--- config.mk ---
export PLATFORM = sky130hd
export DESIGN_NAME = serial_adder
export DESIGN_NICKNAME = d
export VERILOG_FILES = /design/src/rtl/serial_adder.sv
export SDC_FILE = /design/constraint.sdc
export NUM_CORES = 1
export LEC_CHECK = 0
export CAP_MARGIN = 20
export CELL_PAD_IN_SITES_DETAIL_PLACEMENT = 1
export CELL_PAD_IN_SITES_GLOBAL_PLACEMENT = 2
export CORE_UTILIZATION = 30
export DETAILED_ROUTE_END_ITERATION = 6
export PLACE_DENSITY = 0.83
export SETUP_SLACK_MARGIN = 0.05
export SLEW_MARGIN = 20
export SYNTH_ARGS = -nofsm -noshare
export SYNTH_HDL_FRONTEND = slang
export SYNTH_SLANG_ARGS = --single-unit
--- constraint.sdc ---
create_clock -name CLK -period 3.5 [get_ports CLK]
set_input_delay 0.525 -clock CLK [delete_from_list [all_inputs] [get_ports CLK]]
set_output_delay 0.525 -clock CLK [all_outputs]
set_load 0.05 [all_outputs]
--- src/rtl/serial_adder.sv ---
// Bit-serial ripple adder: streams two WIDTH-bit operands LSB-first through a
// single full-adder stage, recirculating its carry, and registers the result.

module fulladder (
  input  logic A,
  input  logic B,
  input  logic C_in,
  output logic S,
  output logic C_out
);

  assign S     = A ^ B ^ C_in;
  assign C_out = (A & B) | (C_in & (A ^ B));

endmodule

module serial_adder #(
  parameter int WIDTH = 8
) (
  input  logic             CLK,
  input  logic             RST,
  input  logic             START,
  input  logic [WIDTH-1:0] A_IN,
  input  logic [WIDTH-1:0] B_IN,
  input  logic             C_IN,
  output logic             BUSY,
  output logic             DONE,
  output logic [WIDTH-1:0] SUM,
  output logic             C_OUT
);

  localparam int CNT_W = $clog2(WIDTH) + 1;
  localparam logic [CNT_W-1:0] CNT_LAST = CNT_W'(WIDTH - 1);
  localparam logic [CNT_W-1:0] CNT_ONE  = CNT_W'(1);

  typedef enum logic [1:0] {
    S_IDLE = 2'd0,
    S_RUN  = 2'd1,
    S_FIN  = 2'd2
  } state_t;

  state_t           state_q, state_d;
  logic [WIDTH-1:0] a_sh_q, a_sh_d;
  logic [WIDTH-1:0] b_sh_q, b_sh_d;
  logic [WIDTH-1:0] sum_q, sum_d;
  logic [WIDTH-1:0] sum_shift;
  logic             cy_q, cy_d;
  logic             c_out_q, c_out_d;
  logic [CNT_W-1:0] cnt_q, cnt_d;
  logic             fa_s;
  logic             fa_c;

  fulladder u_fa (
    .A     (a_sh_q[0]),
    .B     (b_sh_q[0]),
    .C_in  (cy_q),
    .S     (fa_s),
    .C_out (fa_c)
  );

  // Each new sum bit enters at the MSB so that after WIDTH shifts bit 0 lands at SUM[0].
  generate
    if (WIDTH == 1) begin : g_sum_w1
      assign sum_shift = fa_s;
    end else begin : g_sum_wn
      assign sum_shift = {fa_s, sum_q[WIDTH-1:1]};
    end
  endgenerate

  always_comb begin
    state_d = state_q;
    a_sh_d  = a_sh_q;
    b_sh_d  = b_sh_q;
    sum_d   = sum_q;
    cy_d    = cy_q;
    c_out_d = c_out_q;
    cnt_d   = cnt_q;
    case (state_q)
      S_IDLE, S_FIN: begin
        if (START) begin
          a_sh_d  = A_IN;
          b_sh_d  = B_IN;
          cy_d    = C_IN;
          cnt_d   = '0;
          sum_d   = '0;
          state_d = S_RUN;
        end else begin
          state_d = S_IDLE;
        end
      end
      S_RUN: begin
        sum_d  = sum_shift;
        a_sh_d = a_sh_q >> 1;
        b_sh_d = b_sh_q >> 1;
        cy_d   = fa_c;
        cnt_d  = cnt_q + CNT_ONE;
        if (cnt_q == CNT_LAST) begin
          c_out_d = fa_c;
          state_d = S_FIN;
        end
      end
      default: state_d = S_IDLE;
    endcase
  end

  always_ff @(posedge CLK) begin
    if (RST) begin
      state_q <= S_IDLE;
      a_sh_q  <= '0;
      b_sh_q  <= '0;
      sum_q   <= '0;
      cy_q    <= 1'b0;
      c_out_q <= 1'b0;
      cnt_q   <= '0;
    end else begin
      state_q <= state_d;
      a_sh_q  <= a_sh_d;
      b_sh_q  <= b_sh_d;
      sum_q   <= sum_d;
      cy_q    <= cy_d;
      c_out_q <= c_out_d;
      cnt_q   <= cnt_d;
    end
  end

  assign BUSY  = (state_q == S_RUN);
  assign DONE  = (state_q == S_FIN);
  assign SUM   = sum_q;
  assign C_OUT = c_out_q;

endmodule

; Yosys cells after proc, flatten, opt, wreduce, memory -nomap -nowiden
; Cells that the tools add are included.
[word_totals]
reg_bits = 32
latch_bits = 0
mem_bits_rw = 0
mem_bits_ro = 0
input_bits = 20
out_inout_bits = 11
n_memories = 0
[op_classes]
n_addsub = 1
n_mul = 0
div = 0
order_cmp = 0
eq_ne = 5
shifts = 0
muxes = 13
n_bitwise = 5
reduce_logical = 5
[ops]
columns = operator, count
row1 = 8-bit case mux with 2 select lines, 3
row2 = 8-bit 2-to-1 mux, 3
row3 = 4-bit case mux with 2 select lines, 1
row4 = "4-bit by 1-bit adder with 4-bit output, second input constant", 1
row5 = "4-bit by 3-bit == test with 1-bit output, second input constant", 1
row6 = 4-bit 2-to-1 mux, 1
row7 = 2-bit case mux with 2 select lines, 1
row8 = 2-bit AND reduction, 2
row9 = 1-bit bitwise AND, 2
row10 = "2-bit by 1-bit == test with 1-bit output, second input constant", 1
row11 = "2-bit == test, second input constant", 1
row12 = 2-bit zero test, 1
row13 = 1-bit 2-to-1 mux, 2
row14 = 2-bit 2-to-1 mux, 1
row15 = "2-bit by 1-bit != test with 1-bit output, second input constant", 1
row16 = "2-bit != test, second input constant", 1
row17 = 1-bit case mux with 2 select lines, 1
row18 = 2-bit nonzero test, 1
row19 = 2-bit OR reduction, 1
row20 = 1-bit bitwise XOR, 2
row21 = 1-bit OR, 1

; Logic depth before layout (Yosys ltp)
[depth]
word_depth = 4
ltp_mapped = 6

; Modules after synthesis
; A second synthesis with hierarchy kept.
[hier_totals]
hier_cells = 150
hier_area_um2 = 1356.3
[by_module_without_submodules]
columns = module, n_inst, cells_per_inst, area_each_um2, seq_area_each_um2
row1 = serial_adder, 1, 149, 1336.3, 640.6
row2 = fulladder, 1, 1, 20.0, 0.0

; Worst setup path after synthesis
; Ideal clock, no wire load.
[synth_path]
path_type = flip-flop to output port
from = register state_q[1]
to = output port DONE
t_arrival_ps = 1009
t_required_ps = 2975
path_slack_ps = 1966
path_stages_with_launch = 2
path_cell_list = dfxtp_1 nor2b_1
[synth_between]
elab_chain_cells = 1
[synth_rtl]
columns = element, line
row1 = from (decl), 42  ; state_t state_q, state_d;
row2 = from (signal assigned), 116  ; state_q <= state_d;
row3 = 2-bit == test, 127  ; assign DONE = (state_q == S_FIN);
row4 = to (decl), 27  ; output logic DONE,
; No other way between the ends.

; Final worst setup path
[layout_path]
from = register state_q[0]
to = output port BUSY
[layout_between]
elab_chain_cells = 1
[layout_rtl]
columns = element, line
row1 = 2-bit by 1-bit == test with 1-bit output, 126  ; assign BUSY = (state_q == S_RUN);
row2 = to (decl), 26  ; output logic BUSY,
; No other way between the ends.

==> run metrics <==
PD cells 503 nW/um^2; Pwr Total 0.886 mW; met1 Usage GRT 0.211; Clk pin slew, worst setup/hold paths 0.07 ns; busiest grt layer met2; Worst R2R Setup Slack 1.87 ns; via count 1202; Peak supply drop 0.000259 V; ANT cells 0; hold path cells 2; Crit Path Class reg -> out; Synthesis Warnings 0; reg2reg path depth 3; Iter 0 DRT Violations 68; end-of-flow core utilization 0.425; reg-to-reg startpoint state_q[0]; FP Rows 23; M2 GR Usage 0.265; Req. time, crit path 2.97 ns; Most used DFF post-synth dfxtp_1; Yosys top cell area share 0.479; post-synthesis cell type with the largest combined area dfxtp_1; syn_area_per_cell 8.79 sq um; Root Driver clkbuf_8; max_slew headroom 0.300; drt first pass iters 4; CTS hold repair buffers 0; Residual DRC 0; Seq cells post-synth 32; critical path fanouts, max 28; gpl congestion a little under 0.7; Lkg Pwr 0.602 nW; Synth Instances 152; Max-cap violations 0; worst setup path start state_q[0]; initial antenna violation count 0; first-pass GRT wire length 5660 microns; clock skew 0.00665 ns; Max Fclk 412 MHz; grt met3 use 0.0461; distinct cell type count after synthesis 27; Pins Over Slew Limit 0; drt wl/cell 15.3 microns; Final Hold Fails 0; Die Area 4730 sq um; FF-to-FF End SUM[3]; area grow syn2layout 31.7%; global route total overflow 0; Vias/cell approximately 5.3; die width 68.7 microns; async set-or-reset flop fraction in the synthesized netlist 0; Antenna Nets Post-Route 0; post-cts sizing count 0; CTS Buffer Depth 2; setup tns final 0 ns; CTS Buf Count 5; port bufs 30; Core Box Area 4140 sq um; number of global-route vias before repair 1197; Final period util 0.693; clock latency on the worst-skew pair 0.28 ns; synth top area cells dfxtp_1 48%, a21oi_1 11%, nand3_1 10%, a22oi_1 7.9%, nand2_1 2.8%; die height 68.7 microns; CP Data Arrival Time 1.90 ns; Worst Setup EP BUSY; startpoint class of the critical path flop; # nets final 199; GRT Util Overall 0.165; Final min period 2.43 ns; Post-synth EDFFs 0; final setup violating endpoints 0; Hold Path Class reg -> reg; largest net degree at the start of global routing 33; layout cells sized above 1 0.0843; Least-Margin Pin Slew 1.05 ns; Synth Cell Area 1340 sq um; placed inst area about 1600 sq um; CTS tree done; Initial Util 0.322; final WL about 3500 microns; Post-CTS Setup Repair Bufs 0; final instance area 1760 sq um; register area share after synthesis 0.479; Clock Sinks 32; Syn Nets about 170; unrepaired setup endpoints after global routing no; DP Wirelength about 2300 microns; Max H-tree Level 2; outcome finished clean; I/O pins 31; Worst setup EP type output pin
==> report_power, final <==
group	internal (mW)	leakage [nW]	total, mW	switching (mW)
Clock	0.251	0.0645	0.386	0.135
Combinational	0.0453	0.277	0.108	0.0629
Sequential	0.381	0.261	0.391	0.00990
Total	0.677	0.602	0.886	0.208
==> layout make-up <==
| class | instances | area (sq um) |
|---|---|---|
| sequential | 32 | 641 |
| inverter | 4 | 17.5 |
| timing repair buffer | 33 | 323 |
| tap | 50 | 62.6 |
| multi-input combinational | 101 | 591 |
| fill | 490 | 2380 |
| clock buffer | 7 | 96.3 |
| clock inverter | 1 | 30.0 |
==> critical path: stages, from the launching register on <==
cell and delay (ns):
dfxtp_1 0.37, nand2b_1 0.13, inv_4 0.25, clkdlybuf4s50_1 0.86
==> worst min-delay path by stage <==
stage / start / end / slack, ns
final: a_sh_q[0] / a_sh_q[0] / 0.47
after global routing: b_sh_q[0] / b_sh_q[0] / 0.49
after CTS: b_sh_q[0] / b_sh_q[0] / 0.47
after detailed placement: b_sh_q[0] / b_sh_q[0] / 0.46
after global placement: cy_q / cy_q / 0.45
after floorplan: a_sh_q[0] / a_sh_q[0] / 0.45
==> layout by cell type (no fill, tap or decap), drive strengths merged <==
cell type       n
dfxtp          32
o21ai           1
nand3b          1
a211oi          1
nand2b          4
nand3          27
a2bb2oi         1
inv             4
clkbuf          7
a22oi          14
buf             3
fa              1
mux2            2
nand2          10
nand4           1
nor3            1
ha              1
clkdlybuf4s50  30
nor2b           2
nor3b           1
or3             1
a21oi          30
nor2            2
bufinv          1
==> Yosys cell counts, drive strengths merged (2+ instances only) <==
library cell	n
nand3	27
nor2	2
dfxtp	32
nor2b	2
a22oi	14
inv	4
buf	11
clkbuf	4
nand2b	4
mux2	2
nand2	10
a21oi	30
==> sequential cells by signal, indices dropped and copies added (netlist names) <==
signal and flops:
state_q 2, a_sh_q 8, cnt_q 4, SUM 8, cy_q 1, C_OUT 1
b_sh_q 8
==> metal layers <==
layer  share of wire  wire length [microns]  vias up
met5               0                      0        -
li1                -                      -      588
met1            0.45                   1580      583
met4          0.0097                     34        0
met3           0.044                    154        4
met2            0.49                   1720       27
==> cell families (layout without fill, tap and decap cells) <==
logic type                 after synthesis  in the layout  synth area share
adders and majority gates                2              2            0.0243
buffers and inverters                   19             45            0.0787
and+or+nand+nor                         50             50             0.187
muxes                                    2              2            0.0197
DFF                                     32             32             0.479
AOI/OAI and AO/OA                       47             47             0.211
==> metrics by stage <==
stage | hold slack, ns | setup WS (ns) | cells
after floorplan | 0.448 | 1.97 | 152
after global placement | 0.455 | 1.39 | 220
after detailed placement | 0.462 | 1.34 | 220
after CTS | 0.472 | 1.05 | 228
after global routing | 0.492 | 0.953 | 228
final | 0.470 | 1.07 | 228
Power figures use the tool's default switching activity.
